[src/rtl/mem_loader_pkg.sv]
// Shared constants for the memory loader: state encoding, memory depth and
// header width. Imported by the RTL and by the bench.
package mem_loader_pkg;

    localparam int MEM_DEPTH = 4096;  // words in the target memory
    localparam int ADDR_W    = 12;    // log2(MEM_DEPTH)
    localparam int HDR_W     = 16;    // big-endian word-count header

    typedef enum logic [3:0] {
        ST_IDLE,
        ST_HDR0,
        ST_HDR1,
        ST_BYTE,
        ST_SETUP,
        ST_WRITE,
        ST_HOLD,
        ST_DONE,
        ST_ERROR
    } state_t;

endpackage

[src/rtl/mem_loader_word_assembler.sv]
// word_assembler: collects four bytes, most significant first, into a word.
// Ports:
//   i_clock, i_reset   clock and synchronous active-high reset
//   i_clear            clears byte index and shift register (new load)
//   i_shift            shift i_byte_in into the low byte
//   i_byte_in          incoming byte
//   o_word_out         assembled word (held while no shift occurs)
//   o_full             the next shifted byte completes a word (index == 3)
module word_assembler
    import mem_loader_pkg::*;
(
    input  logic        i_clock,
    input  logic        i_reset,
    input  logic        i_clear,
    input  logic        i_shift,
    input  logic [7:0]  i_byte_in,
    output logic [31:0] o_word_out,
    output logic        o_full
);

    logic [1:0]  r_idx;
    logic [31:0] r_word;

    always_ff @(posedge i_clock) begin
        if (i_reset || i_clear) begin
            r_idx  <= 2'd0;
            r_word <= 32'd0;
        end else if (i_shift) begin
            r_word <= {r_word[23:0], i_byte_in};
            r_idx  <= r_idx + 2'd1;  // wraps to 0 after the fourth byte
        end
    end

    assign o_word_out = r_word;
    assign o_full     = (r_idx == 2'd3);

endmodule

[src/rtl/mem_loader.sv]
// mem_loader: loads a byte stream (16-bit big-endian word count, then
// 4 bytes per word, MSB first) into a level-sensitive memory port.
// Each word goes through SETUP (addr/data valid), WRITE (wen=1), HOLD
// (wen=0) so addr/data never move while wen is high.
// Ports:
//   i_clock, i_reset     clock and synchronous active-high reset
//   i_start              begins a load from IDLE/DONE/ERROR
//   i_in_valid/i_in_data byte stream, o_in_ready its ready
//   o_mem_addr/din/wen/ren  memory port (ren tied 0)
//   o_busy/o_done/o_error   status
//   o_words_written      words whose write pulse has completed
module mem_loader
    import mem_loader_pkg::*;
#(
    parameter int BASE_ADDR = 0,
    parameter int MAX_WORDS = MEM_DEPTH
)(
    input  logic        i_clock,
    input  logic        i_reset,
    input  logic        i_start,
    input  logic        i_in_valid,
    input  logic [7:0]  i_in_data,
    output logic        o_in_ready,
    output logic [31:0] o_mem_addr,
    output logic [31:0] o_mem_din,
    output logic        o_mem_wen,
    output logic        o_mem_ren,
    output logic        o_busy,
    output logic        o_done,
    output logic        o_error,
    output logic [15:0] o_words_written
);

    localparam logic [ADDR_W-1:0] BASE_A  = ADDR_W'(BASE_ADDR);
    localparam logic [HDR_W:0]    MAX_CNT = (HDR_W+1)'(MAX_WORDS);

    state_t              r_state;
    logic [HDR_W-1:0]    r_hdr;
    logic [15:0]         r_ww;
    logic [ADDR_W-1:0]   r_addr;
    logic                r_wen;

    logic                w_idle_like;
    logic                w_accept;
    logic                w_full;
    logic [31:0]         w_word;
    logic [HDR_W-1:0]    w_count;
    logic [15:0]         w_ww_next;

    assign w_idle_like = (r_state == ST_IDLE) || (r_state == ST_DONE) ||
                         (r_state == ST_ERROR);
    assign w_accept    = o_in_ready && i_in_valid;
    // Full count as seen on the edge that accepts the low header byte.
    assign w_count     = {r_hdr[15:8], i_in_data};
    assign w_ww_next   = r_ww + 16'd1;

    word_assembler u_asm (
        .i_clock    (i_clock),
        .i_reset    (i_reset),
        .i_clear    (w_idle_like && i_start),
        .i_shift    (w_accept && (r_state == ST_BYTE)),
        .i_byte_in  (i_in_data),
        .o_word_out (w_word),
        .o_full     (w_full)
    );

    always_ff @(posedge i_clock) begin
        if (i_reset) begin
            r_state <= ST_IDLE;
            r_hdr   <= '0;
            r_ww    <= '0;
            r_addr  <= '0;
            r_wen   <= 1'b0;
        end else begin
            case (r_state)
                ST_IDLE, ST_DONE, ST_ERROR: begin
                    if (i_start) begin
                        r_state <= ST_HDR0;
                        r_hdr   <= '0;
                        r_ww    <= '0;
                    end
                end
                ST_HDR0: begin
                    if (i_in_valid) begin
                        r_hdr[15:8] <= i_in_data;
                        r_state     <= ST_HDR1;
                    end
                end
                ST_HDR1: begin
                    if (i_in_valid) begin
                        r_hdr[7:0] <= i_in_data;
                        if (w_count == '0)
                            r_state <= ST_DONE;
                        else if ({1'b0, w_count} > MAX_CNT)
                            r_state <= ST_ERROR;
                        else
                            r_state <= ST_BYTE;
                    end
                end
                ST_BYTE: begin
                    // Address is latched with the last byte so it is
                    // already valid throughout SETUP.
                    if (i_in_valid && w_full) begin
                        r_addr  <= BASE_A + r_ww[ADDR_W-1:0];
                        r_state <= ST_SETUP;
                    end
                end
                ST_SETUP: begin
                    r_wen   <= 1'b1;
                    r_state <= ST_WRITE;
                end
                ST_WRITE: begin
                    r_wen   <= 1'b0;
                    r_state <= ST_HOLD;
                end
                ST_HOLD: begin
                    r_ww    <= w_ww_next;
                    r_state <= (w_ww_next == r_hdr) ? ST_DONE : ST_BYTE;
                end
                default: begin
                    r_state <= ST_IDLE;
                    r_wen   <= 1'b0;
                end
            endcase
        end
    end

    assign o_in_ready      = (r_state == ST_HDR0) || (r_state == ST_HDR1) ||
                             (r_state == ST_BYTE);
    assign o_busy          = o_in_ready || (r_state == ST_SETUP) ||
                             (r_state == ST_WRITE) || (r_state == ST_HOLD);
    assign o_done          = (r_state == ST_DONE);
    assign o_error         = (r_state == ST_ERROR);
    assign o_mem_addr      = {{(32-ADDR_W){1'b0}}, r_addr};
    // The assembler does not shift outside BYTE, so the word is stable
    // from SETUP through HOLD.
    assign o_mem_din       = w_word;
    assign o_mem_wen       = r_wen;
    assign o_mem_ren       = 1'b0;
    assign o_words_written = r_ww;

endmodule

[config.mk]
export PLATFORM = sky130hd
export DESIGN_NAME = mem_loader
export DESIGN_NICKNAME = d
export VERILOG_FILES = /design/src/rtl/mem_loader_pkg.sv /design/src/rtl/mem_loader_word_assembler.sv /design/src/rtl/mem_loader.sv
export SDC_FILE = /design/constraint.sdc
export NUM_CORES = 1
export LEC_CHECK = 0
export CAP_MARGIN = 20
export CORE_MARGIN = 1
export CORE_UTILIZATION = 50
export DETAILED_ROUTE_END_ITERATION = 16
export GPL_TIMING_DRIVEN = 0
export PLACE_DENSITY = 0.88
export RECOVER_POWER = 50
export SYNTH_ARGS = -nofsm -noshare
export SYNTH_HDL_FRONTEND = slang
export SYNTH_SLANG_ARGS = --single-unit
[constraint.sdc]
create_clock -name i_clock -period 3.1 [get_ports i_clock]
set_input_delay 0.62 -clock i_clock [delete_from_list [all_inputs] [get_ports i_clock]]
set_output_delay 0.62 -clock i_clock [all_outputs]
set_load 0.005 [all_outputs]
======== Word level (Yosys, flattened, before mapping) ========
Cells that the tools add are included.
storage, ports and cells
  output and inout bits ................... 86
  register bits ........................... 83
cells by class
  equal/unequal tests ..................... 14
  $add $sub $neg .......................... 2
  order comparisons ....................... 1
  mux-type cells .......................... 14
  reduce and logical (&&, ||, !) cells .... 24
operators by type and width
  kind                   number
  $pmux 16 s2            1
  $pmux 8 s2             2
  $pmux 4 s7             1
  $mux 4                 6
  $add 16x1->16 const B  1
  $eq 16x16->1           1
  $eq 4x3->1 const B     4
  $gt 16x13->1 const B   1
  $logic_not 16->1       1
  $mux 16                1
  $eq 4x2->1 const B     2
  $logic_or 1x1->1       8
  $mux 8                 1
  $ne 2x2->1 const B     4
  $reduce_or 7->1        1
  $reduce_and 3->1       2
  $reduce_bool 2->1      3
  $eq 4x1->1 const B     1
  $eq 4x4->1 const B     1
  $logic_and 1x1->1      4
  $logic_not 4->1        1
  $reduce_and 2->1       2
  $reduce_and 4->1       1
  $mux 3                 1
  other kinds (4)        4

======== Logic depth before layout (Yosys ltp) ========
Gate-level depths: netlist of the first run.
  depth after elaboration ................. 6
  depth in mapped cells ................... 8
  gate-level depth less buffers ........... 7

======== Hierarchy ========
Synthesis of the first run repeated with hierarchy kept, for this count alone.
unflattened totals
  cell total of the unflattened synthesis .. 476
  area total of the unflattened synthesis .. 4115.2 um^2
by module, submodules not included
  module          times used  cells each  sequential area each (um^2)  area each (um^2)
  mem_loader      1           364         980.9                        2851.5
  word_assembler  1           112         680.7                        1263.7

======== Least setup slack after synthesis of the first run ========
Ideal clock, no wire load.
  kind .................................... reg-to-reg
  from .................................... reg r_ww[0] (netlist: o_words_written[0])
  to ...................................... reg r_state[2]
  period minus slack after synthesis ...... 1898 ps
  arrival ................................. 1783 ps
  stages on the path, launching flop included .. 8
  slack ................................... 1202 ps
  setup time .............................. 116 ps
  cells stage by stage .................... dfxtp_1 ha_1 nand3_1 nor2_4 and3_1 a31oi_1 and4_1 a31o_1
between the ends
  cells in the longest elaborated chain, start to end .. 4
RTL lines
  item                    line               RTL
  from (decl)             mem_loader.sv:39   logic [15:0] r_ww;
  from (signal assigned)  mem_loader.sv:117  r_ww <= w_ww_next;
  $add 16x1->16           mem_loader.sv:55   assign w_ww_next = r_ww + 16'd1;
  $eq 16x16->1            mem_loader.sv:118  r_state <= (w_ww_next == r_hdr) ? ST_DONE : ST_BYTE;
  $mux 3                  mem_loader.sv:118
  $pmux 4 s7              mem_loader.sv:75   case (r_state)
  to (signal assigned)    mem_loader.sv:118
  to (decl)               mem_loader.sv:37   state_t r_state;
No other way between the ends.
A chain may end at the register's enable or synchronous reset.

======== Worst setup path after layout of the first run ========
  from .................................... reg r_state[0]
  to ...................................... out o_error
between the ends
  cells in the longest elaborated chain, start to end .. 1
RTL lines
  item        line               RTL
  $eq 4x4->1  mem_loader.sv:133  assign o_error = (r_state == ST_ERROR);
  to (decl)   mem_loader.sv:30   output logic o_error,
No other way between the ends.

==> key figures, run 1 <==
CTS
  – Reg clk slew, reported paths: approximately 0.08 ns
  – Clk sinks: 83
  – TritonCTS Buffers: 9
  – Post-CTS Setup Bufs: 0
  – Post-CTS resize count: 0
  – CTS max path bufs: 2
  – CTS root buffer: clkbuf_8
  – H-tree Lvls: 3
  – CTS tree: built
  – Hold buffers post-CTS: 0
  – Clock Latency Late Sink: between 0.3 and 0.4 ns

Logic synthesis
  – Syn_area_per_cell: approximately 8 um^2
  – Number of flops mapped to enable cells by yosys: 0
  – Top_reg_cell synth: dfxtp_1
  – Register area share after synthesis: 41.5%
  – Mapped cell area: roughly 4000 um^2
  – Netlist cell types: 50
  – FF+latch count, synth: 83
  – Ys async rst share: 0%
  – Warning count from the yosys run: 0
  – Mapped Cells: about 510

Floorplanning
  – # IOs: 98
  – DIE AREA: approximately 8400 um^2
  – Core Area: between 7000 and 8000 um^2
  – Starting Density: 51.9%
  – Number of core rows: 32
  – Die Wd: 91.5 um
  – DIE HEIGHT: 91.5 um

Layout
  – Area Overhead vs Synth: 29.0%
  – Finished Core Util: approximately two thirds
  – Share of post-route cells with drive strength above 1: 8.44%
  – Nets: 626
  – Post-route cell area: ~5200 um^2
  – Non-Filler Instances: 718
  – ANT cells: 0
  – Fill cell count: 624

Global route
  – Global-route wire length before repair: 17100 um
  – Initial antenna violation count: 0
  – Met3 Use GR: about 4.1%
  – Gr busiest metal: met2
  – GRT met2 Usage: roughly two fifths
  – Pin count of the biggest net entering global routing: 15
  – GR Util All Layers: roughly a quarter
  – Met1 usage: 33.7%
  – Vias in the first global route: 3504
  – GRT overflow: 0

Run
  – Max-cap violations: 0

Worst setup path
  – Maximum fanout along the worst path: 10
  – FF-to-FF path depth: 6
  – Setup crit end: o_error
  – Critical Path Sink Type: output port
  – WP depth: 4
  – Arrival @ worst endpoint: ~2.1 ns
  – CP startpoint: r_state[0]
  – Largest delay share family, worst path: buffers and inverters
  – CP cell instances: clkbuf_1 > nor3_1 > and2_1 > clkdlybuf4s50_1
  – FF-to-FF Start: r_state[0]
  – Slowest-stage cell, CP: nor3_1
  – Reg2Reg Setup Slack: slightly above 0.7 ns
  – Worst setup SP type: register
  – Crit-path max cell delay: a little under 0.5 ns
  – Worst EP required: roughly 2.5 ns
  – Critical setup path kind: reg -> out
  – RR Endpoint: o_words_written[10]
  – Buf/Inv on CP: 2

Pwr
  – Cell area power density: 493 nW/um^2
  – Maximum VDD drop: around 0.0003 V
  – Leak: roughly 2.2 nW

Detailed routing
  – DRC: 0
  – Vias/cell: around 5.5
  – Via count: ~3900
  – Antenna Nets Post-Route: 0
  – DR pass1 iterations: 6
  – Mean routed wirelength per cell: roughly 15 um
  – WL final: between 10000 and 15000 um
  – DRT iter0 DRCs: ~280

Timing
  – Post-Route Hold Slack: around 0.45 ns
  – Final Hold Viols: 0
  – Rel. slew slack: 44.7%
  – RSZ-0062 raised after global routing: false
  – Slew at the pin closest to its max-slew limit: ~0.82 ns
  – Fmax: 366 MHz
  – Slew Viols, Final: 0
  – Final setup fails: 0
  – Setup Skew: around 0.012 ns
  – Setup TNS: 0 ns
  – Final Cycle Share: around nine tenths
  – Post-layout min period: 2.73 ns

Place
  – Number of port buffers: between 70 and 80
  – Placed cells: ~700
  – Detail Placement HPWL: around 7700 um
  – GP Congestion: slightly above 0.9
  – Area post-placement: approximately 5000 um^2

Worst hold path
  – Min-Delay Path Class: reg -> reg

Status
  – Status: complete, no violations
[cell type report]
| cell class | instances | area [um^2] | share of cell area, % |
|---|---|---|---|
| well taps | 102 | 128 | 2.47 |
| flip-flops and latches | 83 | 1660 | 32.1 |
| plain buffers | 53 | 292 | 5.64 |
| clock inverters | 5 | 61.3 | 1.19 |
| clock buffers | 10 | 138 | 2.66 |
| inverters | 2 | 7.51 | 0.145 |
| repair buffers | 76 | 761 | 14.7 |
| multi-input cells | 387 | 2120 | 41.0 |
[sequential cells by signal (all words and copies together), names as in the netlist]
signal	cells
r_addr	12
o_words_written	16
r_state	4
u_asm.r_idx	2
r_hdr	16
u_asm.o_word_out	32
o_mem_wen	1
[worst min-delay path by stage]
stage	from	endpoint	cells after the start
floorplan	u_asm.r_idx[1]	u_asm.r_idx[1]	2
global placement	u_asm.o_word_out[30]	u_asm.o_word_out[30]	2
detailed placement	u_asm.o_word_out[30]	u_asm.o_word_out[30]	2
CTS	u_asm.o_word_out[30]	u_asm.o_word_out[30]	2
global route	u_asm.o_word_out[30]	u_asm.o_word_out[30]	2
finish	u_asm.o_word_out[24]	u_asm.o_word_out[24]	2
[cell usage in the layout, fill, tap and decap left out, drive strengths merged, types with 3 or more instances in the layout]
cell type and instances:
clkbuf 33, nor4 6, inv 4, nor3 8, or3 5, nand2b 5, a22oi 10, dlygate4sd3 63
nand3 8, clkdlybuf4s50 13, mux2i 13, dfxtp 83, nor2b 4, and4 3, xnor2 16, a31oi 4
a21boi 4, nand4 3, nand2 84, and2 3, conb 21, xor2 6, buf 30, and3 10
nor2 49, a21oi 67, o21ai 20, or2 3, nand3b 16
[where the power goes]
group / internal [mW] / total, mW / switching [mW]
registers: 1.11 / 1.15 / 0.0461
clock network: 0.396 / 0.795 / 0.399
logic: 0.250 / 0.603 / 0.353
total: 1.75 / 2.55 / 0.798
[metrics by stage]
step	worst slack, ns	power, mW
after floorplan	1.20	1.59
after global placement	0.641	1.76
after detailed placement	0.590	1.77
after CTS	0.353	2.55
after global routing	0.258	2.66
final	0.369	2.55
[synth_stat cells, types with 2 or more instances]
cell / count / share of area [%]
a21boi_0: 3 / 0.56
a22oi_1: 10 / 1.9
nor3_1: 8 / 1.0
o22ai_1: 2 / 0.31
inv_1: 2 / 0.19
or2_2: 2 / 0.31
nor3b_1: 2 / 0.37
buf_2: 8 / 1.0
buf_4: 22 / 4.1
mux2i_1: 13 / 3.2
a31oi_1: 4 / 0.62
clkbuf_1: 23 / 2.2
nor4_1: 5 / 0.78
and3b_1: 2 / 0.44
ha_1: 2 / 0.62
o21ai_0: 20 / 2.5
a21oi_1: 67 / 8.4
a311oi_1: 2 / 0.44
dfxtp_1: 83 / 41
nand2b_1: 5 / 0.78
nand2_1: 84 / 7.9
and4_1: 2 / 0.44
and3_1: 8 / 1.2
or3_1: 5 / 0.78
nand4_1: 3 / 0.47
nor2b_1: 4 / 0.62
xnor2_1: 16 / 3.5
nand3b_1: 16 / 3.0
and2_1: 2 / 0.31
nor2_1: 48 / 4.5
nand3_1: 8 / 1.0
xor2_1: 6 / 1.3
[worst reg2reg max path, delay by kind of cell, from the launching register on]
family	cells	cell delay (ns)
buffers and inverters	1	0.30
AOI/OAI and AO/OA	3	0.90
and+or+nand+nor	2	0.70
DFF	1	0.36
[kinds of logic after synthesis]
| logic type | Yosys count | share of synthesized area [%] |
|---|---|---|
| flip-flops | 83 | 41.5 |
| buffers and inverters | 55 | 7.46 |
| other | 1 | 0.0936 |
| AND/OR/NAND/NOR | 212 | 25.8 |
| adder cells (fa/ha/maj) | 2 | 0.624 |
| AO/OA/AOI/OAI | 117 | 16.5 |
| multiplexers | 13 | 3.25 |
| XOR/XNOR | 22 | 4.81 |
[layer usage]
metal	vias to the layer above	routed length, um
met2	164	4970
met3	18	691
met4	0	199
li1	1905	-
met1	1850	4590
met5	-	0
(Power assumes the default switching activity.)
==> run 2: changes to the inputs <==
Settings changed: REMOVE_ABC_BUFFERS set to 1.
==> key figures, run 2 (same netlist as run 1, synthesis figures left out) <==
Global route
  – Global-route wire length before repair: 15700 um (was 17100 um)
  – Vias in the first global route: 3377 (was 3504)
  – Initial antenna violation count: 0 (unchanged)
  – GRT overflow: 0 (unchanged)
  – GR Util All Layers: 23.2% (was 25.3%)
  – Pin count of the biggest net entering global routing: 52 (was 15)

Pwr
  – Cell area power density: 496 nW/um^2 (was 493 nW/um^2)
  – Leak: 2.00 nW (was 2.18 nW)
  – Pwr Total: 2.42 mW (was 2.55 mW)
  – Maximum VDD drop: 0.000294 V (was 0.000292 V)

Place
  – Area post-placement: 4690 um^2 (was 4970 um^2)
  – Placed cells: 651 (was 703)
  – Setup WS pre-CTS: -0.442 ns (was 0.590 ns)
  – Number of port buffers: 76 (unchanged)
  – GP Congestion: 0.903 (was 0.924)
  – Detail Placement HPWL: 6530 um (was 7700 um)

Timing
  – Post-layout min period: 2.64 ns (was 2.73 ns)
  – RSZ-0062 raised after global routing: false (unchanged)
  – Post-Route Hold Slack: 0.459 ns (was 0.455 ns)
  – Setup TNS: 0 ns (unchanged)
  – Setup ws final: 0.464 ns (was 0.369 ns)
  – Setup Skew: 0.00957 ns (was 0.0117 ns)
  – Slew at the pin closest to its max-slew limit: 0.967 ns (was 0.823 ns)
  – Rel. slew slack: 35.6% (was 44.7%)
  – Fmax: 379 MHz (was 366 MHz)
  – Final Cycle Share: 85.0% (was 88.1%)
  – Final Hold Viols: 0 (unchanged)
  – Slew Viols, Final: 0 (unchanged)
  – Final setup fails: 0 (unchanged)

Layout
  – Finished Core Util: 63.1% (was 66.9%)
  – Area of the multi-input gates: 2120 um^2 (about the same)
  – Share of post-route cells with drive strength above 1: 4.60% (was 8.44%)
  – Commonest non-fill, non-tap cell in the layout: nand2_1 (unchanged)
  – Non-Filler Instances: 667 (was 718)
  – Max FFs per register: 32 (unchanged)
  – Post-route cell area: 4870 um^2 (was 5170 um^2)
  – Commonest non-fill, non-tap cells in the layout: 84 x nand2_1, 83 x dfxtp_1, 67 x a21oi_1 (unchanged)
  – Seq. cell area: 1660 um^2 (unchanged)
  – Area Overhead vs Synth: 21.6% (was 29.0%)
  – Fill cell count: 656 (was 624)
  – Nets: 574 (was 626)
  – ANT cells: 0 (unchanged)

Worst setup path
  – CP cell instances: clkdlybuf4s50_1 > and4_2 > nand2_1 > mux2i_1 > nor2_1 (was clkbuf_1 > nor3_1 > and2_1 > clkdlybuf4s50_1)
  – Largest delay share family, worst path: simple AND/OR/NAND/NOR gates (was buffers and inverters)
  – Worst setup SP type: input port (was register)
  – Slowest-stage cell, CP: and4_2 (was nor3_1)
  – Buf/Inv on CP: 1 (was 2)
  – FF-to-FF path depth: 5 (was 6)
  – WP depth: 5 (was 4)
  – Crit-path max cell delay: 0.70 ns (was 0.49 ns)
  – Critical setup path kind: in -> reg (was reg -> out)
  – Critical Path Sink Type: register (was output port)
  – Worst EP required: 3.31 ns (was 2.48 ns)
  – Arrival @ worst endpoint: 2.84 ns (was 2.11 ns)
  – Maximum fanout along the worst path: 35 (was 10)

CTS
  – CTS root buffer: clkbuf_8 (unchanged)
  – Clock Latency Late Sink: 0.35 ns (was 0.36 ns)
  – H-tree Lvls: 3 (unchanged)
  – Post-CTS Setup Bufs: 0 (unchanged)
  – TritonCTS Buffers: 9 (unchanged)
  – Clk sinks: 83 (unchanged)
  – Hold buffers post-CTS: 0 (unchanged)
  – Post-CTS resize count: 1 (was 0)
  – Reg clk slew, reported paths: 0.08 ns (about the same)
  – CTS tree: built (unchanged)
  – CTS max path bufs: 2 (unchanged)

Floorplanning
  – # IOs: 98 (unchanged)
  – Die Wd: 91.5 um (unchanged)
  – DIE AREA: 8380 um^2 (unchanged)
  – DIE HEIGHT: 91.5 um (unchanged)
  – Number of core rows: 32 (unchanged)
  – Core Area: 7730 um^2 (unchanged)
  – Starting Density: 51.9% (unchanged)

Detailed routing
  – WL final: 9540 um (was 10500 um)
  – DRC: 0 (unchanged)
  – Via count: 3690 (was 3937)
  – DRT iter0 DRCs: 309 (was 276)
  – DR pass1 iterations: 4 (was 6)
  – Antenna Nets Post-Route: 0 (unchanged)
  – Mean routed wirelength per cell: 14.3 um (was 14.6 um)
  – Vias/cell: 5.53 (was 5.48)

Run
  – Max-cap violations: 0 (unchanged)

Status
  – Status: complete, no violations (unchanged)

Worst hold path
  – Min-Delay Path Class: reg -> reg (unchanged)
  – WHS Path Cells: 2 (unchanged)
[run 2: metal layers]
metal / part of all wire (%) / vias up / GRT usage [%]
li1: - / 1807 / -
met1: 44 / 1752 / 29.4
met2: 50 / 116 / 39.2
met3: 4.3 / 15 / 3.69
met4: 2.0 / 0 / 9.52
met5: 0 / - / 0
[run 2: layout make-up]
| class | instances | area share, % |
|---|---|---|
| clock inverter | 6 | 0.950 |
| multi-input combinational | 387 | 43.6 |
| clock buffer | 10 | 2.82 |
| inverter | 2 | 0.154 |
| sequential | 83 | 34.1 |
| tap | 102 | 2.62 |
| timing repair buffer | 77 | 15.8 |
[run 2: tightest hold or removal path: stages, from the launching register on]
cell and delay [ns]:
dfxtp_1 0.32, nand2_1 0.05, a21oi_1 0.05
[run 2: worst paths after layout]
path / start / endpoint / slack, ns
worst min register to register: u_asm.o_word_out[24] / u_asm.o_word_out[24] / 0.46
worst max register to register: r_state[2] / r_addr[9] / 0.53
worst min-delay path: u_asm.o_word_out[24] / u_asm.o_word_out[24] / 0.46
worst max-delay path: i_in_valid / r_addr[9] / 0.46
[run 2: power breakdown]
group | internal (mW) | total [mW] | switching [mW]
Clock | 0.318 | 0.720 | 0.402
Combinational | 0.215 | 0.520 | 0.305
Sequential | 1.11 | 1.18 | 0.0717
